===== src/rtl/io_timer_pkg.sv =====
// Shared register map and control-field layout for the io_timer peripheral.
package io_timer_pkg;

   localparam int NUM_REGS = 6;
   localparam int PSEL_W   = 3;

   typedef enum logic [2:0] {
      OFF_CTRL   = 3'd0,
      OFF_STATUS = 3'd1,
      OFF_CNT_L  = 3'd2,
      OFF_CNT_H  = 3'd3,
      OFF_CMP_L  = 3'd4,
      OFF_CMP_H  = 3'd5
   } regOffset_t;

   localparam int CTRL_EN       = 0;
   localparam int CTRL_IRQEN    = 1;
   localparam int CTRL_CLRM     = 2;
   localparam int CTRL_PSEL_LSB = 3;
   localparam int CTRL_PSEL_MSB = 5;
   localparam int CTRL_TOG      = 6;
   localparam int STATUS_MATCH  = 0;

   // Bit 7 of CTRL is reserved and never stored.
   localparam logic [7:0] CTRL_WMASK = 8'h7F;

   function automatic logic [PSEL_W-1:0] ctrlPsel(input logic [7:0] ctrl);
      return ctrl[CTRL_PSEL_MSB:CTRL_PSEL_LSB];
   endfunction

endpackage


===== src/rtl/io_timer_prescaler.sv =====
// Power-of-two clock prescaler: one-cycle tick every 2^psel enabled cycles.
module io_timer_prescaler
   import io_timer_pkg::*;
#(
   parameter int PRESCALE_W = 8
) (
   input  logic              clk,
   input  logic              reset,
   input  logic              en,
   input  logic [PSEL_W-1:0] psel,
   input  logic              restart,
   output logic              tick
);

   logic [PRESCALE_W-1:0] countReg;
   logic [PRESCALE_W-1:0] terminal;

   assign terminal = (PRESCALE_W'(1) << psel) - PRESCALE_W'(1);
   assign tick     = en & (countReg == terminal);

   always_ff @(posedge clk or negedge reset) begin
      if (!reset) begin
         countReg <= '0;
      end else if (restart || !en || tick) begin
         countReg <= '0;
      end else begin
         countReg <= countReg + PRESCALE_W'(1);
      end
   end

endmodule


===== src/rtl/io_timer.sv =====
// Memory-mapped 16-bit timer/compare peripheral with atomic 16-bit access,
// match interrupt and compare-toggle output.
module io_timer
   import io_timer_pkg::*;
#(
   parameter logic [15:0] BASE_ADDR  = 16'h1000,
   parameter int          PRESCALE_W = 8
) (
   input  logic        clk,
   input  logic        reset,
   input  logic [15:0] address,
   input  logic [7:0]  din,
   input  logic        write_en,
   input  logic        read_en,
   output logic [7:0]  dout,
   output logic        interrupt,
   input  logic        interrupt_clr,
   output logic        out_pin
);

   logic [15:0] offset;
   logic        hit;
   logic [2:0]  regSel;
   logic        ctrlWr, statusWr, cntLWr, cmpLWr, shadowWr, cntLRd;

   logic [7:0]  ctrlReg, wrShadowReg, rdShadowReg, doutReg, rdData;
   logic [15:0] cntReg, cmpReg, cntNext;
   logic        flagReg, interruptReg, outPinReg;
   logic        tick, restart, cntEqCmp, matchEvent, flagClr;

   assign offset = address - BASE_ADDR;
   assign hit    = offset < 16'(NUM_REGS);
   assign regSel = offset[2:0];

   assign ctrlWr   = write_en & hit & (regSel == OFF_CTRL);
   assign statusWr = write_en & hit & (regSel == OFF_STATUS);
   assign cntLWr   = write_en & hit & (regSel == OFF_CNT_L);
   assign cmpLWr   = write_en & hit & (regSel == OFF_CMP_L);
   assign shadowWr = write_en & hit & ((regSel == OFF_CNT_H) | (regSel == OFF_CMP_H));
   assign cntLRd   = read_en & hit & (regSel == OFF_CNT_L);

   // A counter reload realigns the prescaler so the new value gets a full period.
   assign restart = ctrlWr | cntLWr;

   io_timer_prescaler #(
      .PRESCALE_W(PRESCALE_W)
   ) prescaler (
      .clk    (clk),
      .reset  (reset),
      .en     (ctrlReg[CTRL_EN]),
      .psel   (ctrlPsel(ctrlReg)),
      .restart(restart),
      .tick   (tick)
   );

   // A CNT_L commit overrides the whole counter step, including its match.
   assign cntEqCmp   = (cntReg == cmpReg);
   assign matchEvent = tick & cntEqCmp & ~cntLWr;
   assign flagClr    = interrupt_clr | (statusWr & din[STATUS_MATCH]);

   always_comb begin
      cntNext = cntReg;
      if (cntLWr) begin
         cntNext = {wrShadowReg, din};
      end else if (tick) begin
         if (cntEqCmp && ctrlReg[CTRL_CLRM]) begin
            cntNext = 16'h0000;
         end else begin
            cntNext = cntReg + 16'd1;
         end
      end
   end

   always_comb begin
      rdData = 8'h00;
      case (regSel)
         OFF_CTRL:   rdData = ctrlReg;
         OFF_STATUS: rdData[STATUS_MATCH] = flagReg;
         OFF_CNT_L:  rdData = cntReg[7:0];
         OFF_CNT_H:  rdData = rdShadowReg;
         OFF_CMP_L:  rdData = cmpReg[7:0];
         OFF_CMP_H:  rdData = cmpReg[15:8];
         default:    rdData = 8'h00;
      endcase
   end

   always_ff @(posedge clk or negedge reset) begin
      if (!reset) begin
         ctrlReg      <= 8'h00;
         wrShadowReg  <= 8'h00;
         rdShadowReg  <= 8'h00;
         cntReg       <= 16'h0000;
         cmpReg       <= 16'h0000;
         flagReg      <= 1'b0;
         interruptReg <= 1'b0;
         outPinReg    <= 1'b0;
         doutReg      <= 8'h00;
      end else begin
         if (ctrlWr)   ctrlReg     <= din & CTRL_WMASK;
         if (shadowWr) wrShadowReg <= din;
         if (cmpLWr)   cmpReg      <= {wrShadowReg, din};
         cntReg       <= cntNext;
         // Set beats clear when both land on the same edge.
         flagReg      <= matchEvent | (flagReg & ~flagClr);
         interruptReg <= flagReg & ctrlReg[CTRL_IRQEN];
         if (matchEvent && ctrlReg[CTRL_TOG]) outPinReg <= ~outPinReg;
         if (read_en)  doutReg     <= hit ? rdData : 8'h00;
         if (cntLRd)   rdShadowReg <= cntReg[15:8];
      end
   end

   assign dout      = doutReg;
   assign interrupt = interruptReg;
   assign out_pin   = outPinReg;

endmodule


===== config.mk =====
export PLATFORM = sky130hd
export DESIGN_NAME = io_timer
export DESIGN_NICKNAME = d
export VERILOG_FILES = /design/src/rtl/io_timer_pkg.sv /design/src/rtl/io_timer_prescaler.sv /design/src/rtl/io_timer.sv
export SDC_FILE = /design/constraint.sdc
export NUM_CORES = 1
export LEC_CHECK = 0
export CORE_MARGIN = 3
export CORE_UTILIZATION = 35
export CTS_CLUSTER_DIAMETER = 100
export DETAILED_ROUTE_END_ITERATION = 16
export HOLD_SLACK_MARGIN = 0.12
export SETUP_SLACK_MARGIN = 0.15
export SLEW_MARGIN = 20
export SYNTH_ARGS = -nofsm -noshare
export SYNTH_HDL_FRONTEND = slang
export SYNTH_SLANG_ARGS = --single-unit

===== constraint.sdc =====
create_clock -name clk -period 2.18 [get_ports clk]
set_input_delay 0.327 -clock clk [delete_from_list [all_inputs] [get_ports clk]]
set_output_delay 0.327 -clock clk [all_outputs]
set_load 0.03 [all_outputs]

==> results.toml, run 1 <==
[detailed_routing]
met2_wirelength_mm = 5.44
drc = 0
drt-met1-wl_mm = 5.62
wirelength_mm = 11.9
top_layer = "met4"
wl_met3_um = 646
dr.pass1.iters = 5
avgViaCountPerCell = 5.62
drtIter0Drc = 219
postRouteAntennaNets = 0
wl_per_cell_um = 19.4
num_vias = 3470

[timing]
maxSlewHeadroom_pct = 56.3
tns_ns = 0
hold_violations = 0
slew_violations = 0
fin_skew_ns = 0.0136
tightest_slew_ns = 0.655
period_minus_slack_ns = 2.00
max_freq_mhz = 501
rsz0062_at_grt = "yes"
setup_viol = 0
finalCritPeriodShare_pct = 91.5

[critical_path]
cp_data_arrival_time_ns = 2.21
rrSetupSlack_ns = 0.18
crit_path_start_kind = "flop"
startpoint = "cntReg[2]$_DFFE_PN0P_"
cp_max_fo = 8
crit_type = "flop to flop"
rr_endpoint = "cntReg[9]$_DFFE_PN0P_"
timing.rr.start = "cntReg[2]$_DFFE_PN0P_"
ff2ff_path_depth = 8
cp-end-kind = "flop"
required_ns = 2.40
cp-endpoint = "cntReg[9]$_DFFE_PN0P_"

[cts]
clock-sinks = 74
path_clk_slew_ns = 0.06
clockRootBuffer = "clkbuf_16"
h-tree-depth = 3
clockBufferDepth = 2
numCtsBuffers = 9
clkLatencyLatePin_ns = 0.34
cts_tree = "done"

[placement]
finalWeightedCongestion = 0.847
dpl_cell_area_um2 = 4990
place_inst = 591
io_buffer_count = 38
dp_hpwl_mm = 8.28

[power]
power_frac_comb_pct = 6.1
power_density_nw_per_um2 = 593
p_switching_uw = 707
clkPwrFrac_pct = 51.4
p_sw_share_pct = 21.8
leakage_uw = 0.00238
vdd_drop_max_mv = 0.382
finalPower_uw = 3240
intPower_uw = 2540
pwr-share-seq_pct = 42.5

[global_routing]
grt_pass1_wl_mm = 18.6
first_global_vias = 3512
grt_overflow = 0
antenna_found_initial = 0
grt_max_degree = 39
grt_use_total_pct = 18.3

[synth]
yosys-top-cells-area = "dfrtp_1 45%, mux2_2 10%, nor2_1 3.8%"
netlist.top_cell.by_area = "dfrtp_1"
synth_fp_nets = 430
netlist.area_leader.share_pct = 44.5
synth-edff-count = 0
async_flop_share_pct = 100
yosysUniqueCellTypes = 59
syn_area_per_cell_um2 = 10.5
synth_ff_type = "dfrtp_1"
yosysWarnings = 0
ys_ff_latch = 74
netlist_area_um2 = 4160
ys_seq_area_share_pct = 44.5
syn_inst = 398

[floorplan]
die_h_um = 115
core_area_um2 = 11500
num_io_pins = 39
rows = 39
initial_core_util_pct = 36.1
die_area_um2 = 13200
chipWidth_um = 115

[outcome]
outcome = "complete, no violations"

[flow_run]
cap_violations = 0

[cells_and_area]
multi_input_area_um2 = 2220
fin_util_pct = 47.5
nFillCells = 1101
design_area_um2 = 5470
most-common-layout-cells = "66 x dfrtp_1, 41 x nor2_1, 39 x buf_4"
fin_nets = 501
syn2layout_area_growth_pct = 31.5
diodes = 0
stdcell_count = 617
layout-drive-gt1-share_pct = 31.6
mostFrequentLayoutCell = "dfrtp_1"
seqCellArea_um2 = 1860

[hold_path]
hp-class = "primary input to asynchronous set/reset pin"
==> worst max-delay path, stage by stage, from the launching register on <==
cell      delay, ns
dfrtp_2        0.44
xnor2_1        0.20
nand4_1        0.17
nor4_4         0.29
buf_4          0.18
buf_4          0.16
a21boi_0       0.11
o21ai_0        0.21
a21oi_1        0.09
==> state kept, by name, indices dropped and copies added, names as in the netlist <==
signal and cells:
cntReg 16, out_pin 1, wrShadowReg 8, prescaler.countReg 8, cmpReg 16, dout 8, rdShadowReg 8, flagReg 1
interrupt 1, ctrlReg 7
==> synth_stat cells (all sizes together) (7+ instances only) <==
cell type,n
a21boi,8
a21oi,17
a22oi,10
a31oi,11
and3,9
buf,9
clkbuf,18
dfrtp,74
inv,12
mux2,48
nand2,10
nand3,15
nand4,12
nor2,42
o21ai,14
o22ai,7
xnor2,18
xor2,8
==> final cells by class <==
cell class / instances / area share (%)
flip-flops and latches: 74 / 34.0
multi-input cells: 284 / 40.7
inverters: 13 / 0.960
repair buffers: 86 / 14.8
clock inverters: 5 / 1.55
repair inverters: 1 / 0.0915
clock buffers: 11 / 4.62
well taps: 143 / 3.27
==> power by group through the flow <==
| stage | Clock, uW | Combinational [uW] | Sequential [uW] |
|---|---|---|---|
| after floorplan | 0 | 62.4 | 1400 |
| after global placement | 0 | 195 | 1400 |
| after detailed placement | 0 | 197 | 1400 |
| after CTS | 1690 | 198 | 1380 |
| after global routing | 1740 | 215 | 1380 |
| final | 1670 | 197 | 1380 |
==> repair_timing <==
item	4_1_cts	5_1_grt
hold buffers	1	0
hold endpoints to repair	36	0
endpoints found under the setup margin	64	32
cloned	0	2
resized for setup	34	22
setup buffers	3	4
pin swaps	6	6
==> kinds of logic after synthesis <==
logic type / after synthesis / share of synthesized area, %
simple gates: 117 / 15.6
compound gates: 87 / 14.3
flops: 74 / 44.5
mux: 51 / 14.9
buf+inv: 40 / 4.30
xor+xnor: 26 / 5.47
fa+ha+maj: 3 / 0.902
==> routing by layer <==
layer / track usage [%] / vias to the layer above
li1: - / 1611
met5: 0 / -
met1: 24.8 / 1716
met4: 7.75 / 0
met3: 4.00 / 23
met2: 28.4 / 120
==> metrics by stage <==
step	hold slack, ns	setup slack, ns
final	0.490	0.185
after global routing	0.495	0.122
after CTS	0.489	0.118
after detailed placement	0.333	-0.596
after global placement	0.331	-0.562
after floorplan	0.0314	-0.0858
==> worst min path at each step <==
stage | start | endpoint | slack, ns | cells after the start
after floorplan | reset | cmpReg[0]$_DFFE_PN0P_ | 0.03 | 0
after global placement | reset | cntReg[14]$_DFFE_PN0P_ | 0.33 | 1
after detailed placement | reset | cntReg[6]$_DFFE_PN0P_ | 0.33 | 1
after CTS | out_pin$_DFFE_PN0P_ | out_pin$_DFFE_PN0P_ | 0.49 | 1
after global routing | out_pin$_DFFE_PN0P_ | out_pin$_DFFE_PN0P_ | 0.50 | 1
final | reset | cntReg[6]$_DFFE_PN0P_ | 0.49 | 2
(Power assumes the default switching activity.)
==> inputs of run 2 (changes only) <==
- ABC_AREA: not set -> 1
==> run 2 against run 1 <==
Against the previous run:
- non-clock buffer count down 26
- first-iteration DRC count up 23%
- cell count up 43%
- critical path depth down 2
- hold slack worse by 0.011 ns
- design area up 0.55%
- sequential power about the same
- core utilization down 2.5 points
- sequential share of layout area down 0.32 points
- largest cell class unchanged
- highest routed layer unchanged
==> results.toml, run 2 <==
[cts]
clkLatencyLatePin_ns = 0.34
h-tree-depth = 3
path_clk_slew_ns = 0.06
numCtsBuffers = 9
clockBufferDepth = 2
cts_tree = "done"
clockRootBuffer = "clkbuf_16"
clock-sinks = 74

[critical_path]
cp_data_arrival_time_ns = 1.99
crit_type = "primary input to flop"
required_ns = 2.39
cp-end-kind = "flop"
crit_path_start_kind = "primary input"
cp_max_fo = 8

[timing]
setup_viol = 0
slew_violations = 0
max_freq_mhz = 561
tns_ns = 0
hold_violations = 0
finalCritPeriodShare_pct = 81.7
period_minus_slack_ns = 1.78
tightest_slew_ns = 0.504
hold-worst-slack_ns = 0.479
rsz0062_at_grt = "no"
maxSlewHeadroom_pct = 66.4
fin_skew_ns = 0.00697

[power]
leakage_uw = 0.00263
vdd_drop_max_mv = 0.256
power_density_nw_per_um2 = 577

[cells_and_area]
largestRegisters = "cmpReg x16, cntReg x16"
fin_nets = 739
nFillCells = 1290
most-common-layout-cells = "213 x nand2_1, 101 x inv_1, 72 x dfrtp_1"
layout-drive-gt1-share_pct = 8.57
syn2layout_area_growth_pct = 23.7
multi_input_area_um2 = 2070
mostFrequentLayoutCell = "nand2_1"
seqCellArea_um2 = 1850
diodes = 0

[global_routing]
grt_overflow = 0
antenna_found_initial = 0
first_global_vias = 4153
grt_max_degree = 40
grt_pass1_wl_mm = 21.4
grt_use_total_pct = 19.3

[floorplan]
num_io_pins = 39
core_area_um2 = 12200
die_h_um = 119
chipWidth_um = 119
initial_core_util_pct = 36.4
die_area_um2 = 14100
rows = 40

[synth]
netlist_area_um2 = 4450
ys_ff_latch = 74
netlist.area_leader.share_pct = 41.6
synth_common_cells = "213 x nand2_1, 102 x inv_1, 74 x dfrtp_1"
async_flop_share_pct = 100
yosys-top-cells-area = "dfrtp_1 42%, nand2_1 18%, inv_1 8.6%"
ys_seq_area_share_pct = 41.6
synth-edff-count = 0
netlist.top_cell.by_area = "dfrtp_1"
yosysUniqueCellTypes = 29
synth_ff_type = "dfrtp_1"
syn_area_per_cell_um2 = 6.80
yosysMostFrequentCell = "nand2_1"
yosysWarnings = 0
syn_inst = 654
synth_fp_nets = 686

[outcome]
outcome = "complete, no violations"

[detailed_routing]
drc = 0
avgViaCountPerCell = 4.88
wirelength_mm = 12.9
num_vias = 4290
dr.pass1.iters = 5
postRouteAntennaNets = 0
wl_per_cell_um = 14.6
drtIter0Drc = 269

[hold_path]
hp-class = "flop to flop"

[placement]
finalWeightedCongestion = 0.920
io_buffer_count = 38
dp_hpwl_mm = 9.81

[flow_run]
cap_violations = 0
## run 2: power breakdown
part           internal, uW  switching (uW)
registers              1370           0.298
clock network          1070             584
logic                  66.2            86.6
## run 2: cell type report
type / count / area share, %
multi-input combinational: 444 / 37.6
sequential: 74 / 33.7
timing repair buffer: 60 / 10.8
inverter: 118 / 8.05
clock buffer: 12 / 4.66
tap: 168 / 3.82
clock inverter: 4 / 1.34
## run 2: metal layers
layer  GRT usage [%]  routed length, um  vias to the layer above
met2            30.3               5920                      116
met4            7.53                298                        0
met1            26.6               5980                     1998
li1                -                  -                     2156
met3            3.06                672                       20
met5               0                  0                        -
## run 2: path summary, 6_finish.rpt
kind | start | to | slack [ns] | depth (start not counted)
min in group asynchronous | reset | rdShadowReg[2]$_DFFE_PN0P_ | 0.50 | 2
setup reg to reg | cntReg[1]$_DFFE_PN0P_ | cntReg[15]$_DFFE_PN0P_ | 0.41 | 9
max in group asynchronous | reset | ctrlReg[4]$_DFFE_PN0P_ | 1.09 | 3
setup / recovery | address[0] | dout[5]$_DFFE_PN0P_ | 0.40 | 6
hold reg to reg | dout[0]$_DFFE_PN0P_ | dout[0]$_DFFE_PN0P_ | 0.48 | 2
hold / removal | dout[0]$_DFFE_PN0P_ | dout[0]$_DFFE_PN0P_ | 0.48 | 2
## run 2: what timing repair did
item	4_1_cts	5_1_grt
endpoints found under the hold margin	35	0
setup buffers	0	1
gates resized for setup	2	3
setup endpoints to repair	2	17
hold buffers	1	0
pin swaps	0	1
## run 2: metrics by stage
step / setup slack [ns] / std cells / instance area [um^2] / total power (uW) / utilization (%)
after global routing: 0.179 / 880 / 5500 / 3270 / 45.1
after CTS: 0.236 / 879 / 5480 / 3200 / 44.9
final: 0.398 / 880 / 5500 / 3180 / 45.1
after floorplan: 0.622 / 654 / 4450 / 1440 / -
after global placement: 0.0673 / 862 / 5140 / 1550 / 42.1
after detailed placement: 0.0810 / 862 / 5140 / 1550 / 42.1
## run 2: logic make-up after synthesis
kind of cell / synth area share, %
DFF: 41.6
buffers and inverters: 12.2
and+or+nand+nor: 33.9
AOI/OAI and AO/OA: 9.26
xor gates and xnor gates: 2.17
adders and majority gates: 0.844
## run 2: worst max-delay path: stages
cell and delay (ns):
clkdlybuf4s50_1 0.61, nor2_1 0.11, nand2_1 0.33, o22ai_1 0.20, a211oi_1 0.31, o21ai_0 0.11
==> inputs of run 3 (changes only) <==
- clock period: 2.18 -> 1.5 ns (I/O delays scaled with it)
==> run 3 against run 2 <==
Against the previous run:
- the run now ends with setup timing left
- hold slack got worse by 0.037 ns
- routed wire length rose by 14%
- die area did not move
- core utilization rose by 8.4 points
- cell count rose by 11%
- setup slack got worse by 0.59 ns
- sequential power rose by 46%
- sequential cell count did not move
- combinational power rose by 73%
- global-route usage rose by 1.9 points
- critical path type is now flop to flop
- highest routed layer unchanged
==> results.toml, run 3 (synthesis results as in run 2) <==
[global_routing]
grt_use_total_pct = 21.2
grt_max_degree = 75
first_global_vias = 4705
antenna_found_initial = 0
grt_pass1_wl_mm = 23.8
grt_overflow = 0

[critical_path]
path_common_cell = "nand2_1"
cp_data_arrival_time_ns = 1.92
required_ns = 1.73
crit_chain = "nor2_4 -> nor2_1 -> nor2_1 -> nand2_1 -> nor2_2 -> nand3_4 -> buf_6 -> nand3_1 -> nand2_1 -> inv_1 -> nand2_1"
crit_type = "flop to flop"
cp_num_buf_inv = 2
cp_max_fo = 10
critPathMaxStageDelay_ns = 0.46
path_delay_family = "simple AND/OR/NAND/NOR gates"
worst_path_max_delay_cell = "dfrtp_2"
crit_path_start_kind = "flop"
cp-end-kind = "flop"

[floorplan]
rows = 40
num_io_pins = 39
chipWidth_um = 119
initial_core_util_pct = 36.4
die_h_um = 119
core_area_um2 = 12200
die_area_um2 = 14100

[detailed_routing]
avgViaCountPerCell = 4.91
wirelength_mm = 14.6
dr.pass1.iters = 5
postRouteAntennaNets = 0
drtIter0Drc = 332
wl_per_cell_um = 15.0
num_vias = 4799
drc = 0

[cells_and_area]
seqCellArea_um2 = 1850
diodes = 0
design_area_um2 = 6530
largestRegisters = "cmpReg x16, cntReg x16"
fin_nets = 837
layout-drive-gt1-share_pct = 26.3
syn2layout_area_growth_pct = 46.9
nFillCells = 1160
most-common-layout-cells = "203 x nand2_1, 104 x buf_4, 96 x inv_1"
fin_util_pct = 53.5
multi_input_area_um2 = 2330
mostFrequentLayoutCell = "nand2_1"

[power]
leakage_uw = 0.00325
power_density_nw_per_um2 = 676
vdd_drop_max_mv = 0.530

[flow_run]
cap_violations = 0

[timing]
max_freq_mhz = 590
slew_violations = 0
tightest_slew_ns = 0.418
tns_ns = -3.49
hold_violations = 0
hold-worst-slack_ns = 0.442
finalCritPeriodShare_pct = 113
period_minus_slack_ns = 1.69
maxSlewHeadroom_pct = 72.1
fin_skew_ns = 0.00633
worst_slack_ns = -0.195
rsz0062_at_grt = "yes"
setup_viol = 25

[placement]
dpl_cell_area_um2 = 5770
dp_hpwl_mm = 10.1
io_buffer_count = 38
finalWeightedCongestion = 0.967

[hold_path]
hp-class = "primary input to flop"

[cts]
clkLatencyLatePin_ns = 0.34
clockBufferDepth = 2
h-tree-depth = 3
clockRootBuffer = "clkbuf_16"
numCtsBuffers = 9
clock-sinks = 74
cts_tree = "done"
path_clk_slew_ns = 0.06

[outcome]
violations = "setup timing"
outcome = "finished, violations left"
==> run 3: what timing repair did <==
| item | CTS | global route |
|---|---|---|
| endpoints found under the setup margin | 83 | 66 |
| buffers inserted | 15 | 3 |
| endpoints found under the hold margin | 74 | 0 |
| resized for setup | 75 | 50 |
| pin swaps | 17 | 13 |
| gates cloned | 2 | 1 |
| hold buffers | 1 | 0 |
==> run 3: power breakdown <==
| part | switching, uW | total, uW | internal, uW |
|---|---|---|---|
| clock network | 831 | 2150 | 1320 |
| logic | 154 | 265 | 111 |
| registers | 0.387 | 2000 | 2000 |
| total | 985 | 4410 | 3430 |
==> run 3: worst paths after layout <==
check / from / endpoint / slack, ns / cells past startpoint
min: interrupt_clr / flagReg$_DFF_PN0_ / 0.44 / 2
max in group asynchronous: reset / ctrlReg[5]$_DFFE_PN0P_ / 0.70 / 3
max reg2reg: ctrlReg[4]$_DFFE_PN0P_ / cntReg[0]$_DFFE_PN0P_ / -0.19 / 11
max: ctrlReg[4]$_DFFE_PN0P_ / cntReg[0]$_DFFE_PN0P_ / -0.19 / 11
min in group asynchronous: reset / cmpReg[14]$_DFFE_PN0P_ / 0.45 / 3
min reg2reg: dout[3]$_DFFE_PN0P_ / dout[3]$_DFFE_PN0P_ / 0.47 / 2
==> run 3: through the flow <==
stage,cells,total power [uW],setup WS (ns)
floorplan,654,2100,-0.0218
global placement,940,2280,-0.587
detailed placement,940,2280,-0.588
CTS,973,4440,-0.162
global route,977,4550,-0.307
finish,977,4410,-0.195
==> run 3: cell type report <==
type	instances	share of cell area, %
Clock buffer	12	3.77
Multi-Input combinational cell	444	35.6
Tap cell	168	3.22
Sequential cell	74	28.4
Inverter	118	6.78
Clock inverter	3	0.613
Timing Repair Buffer	158	21.6
==> run 3: worst reg2reg max path, cell delays in order (launching register included) <==
cell and delay (ns):
dfrtp_2 0.46, nor2_4 0.17, nor2_1 0.05, nor2_1 0.13
nand2_1 0.08, nor2_2 0.16, nand3_4 0.12, buf_6 0.17
nand3_1 0.08, nand2_1 0.06, inv_1 0.06, nand2_1 0.05
==> run 3: routing by layer <==
metal  part of all wire [%]  GRT usage, %  wire length (um)
met1                     45          28.9              6560
met2                     47          33.7              6900
met3                    6.3          4.59               922
met4                    1.7          6.44               252
met5                      0             0                 0
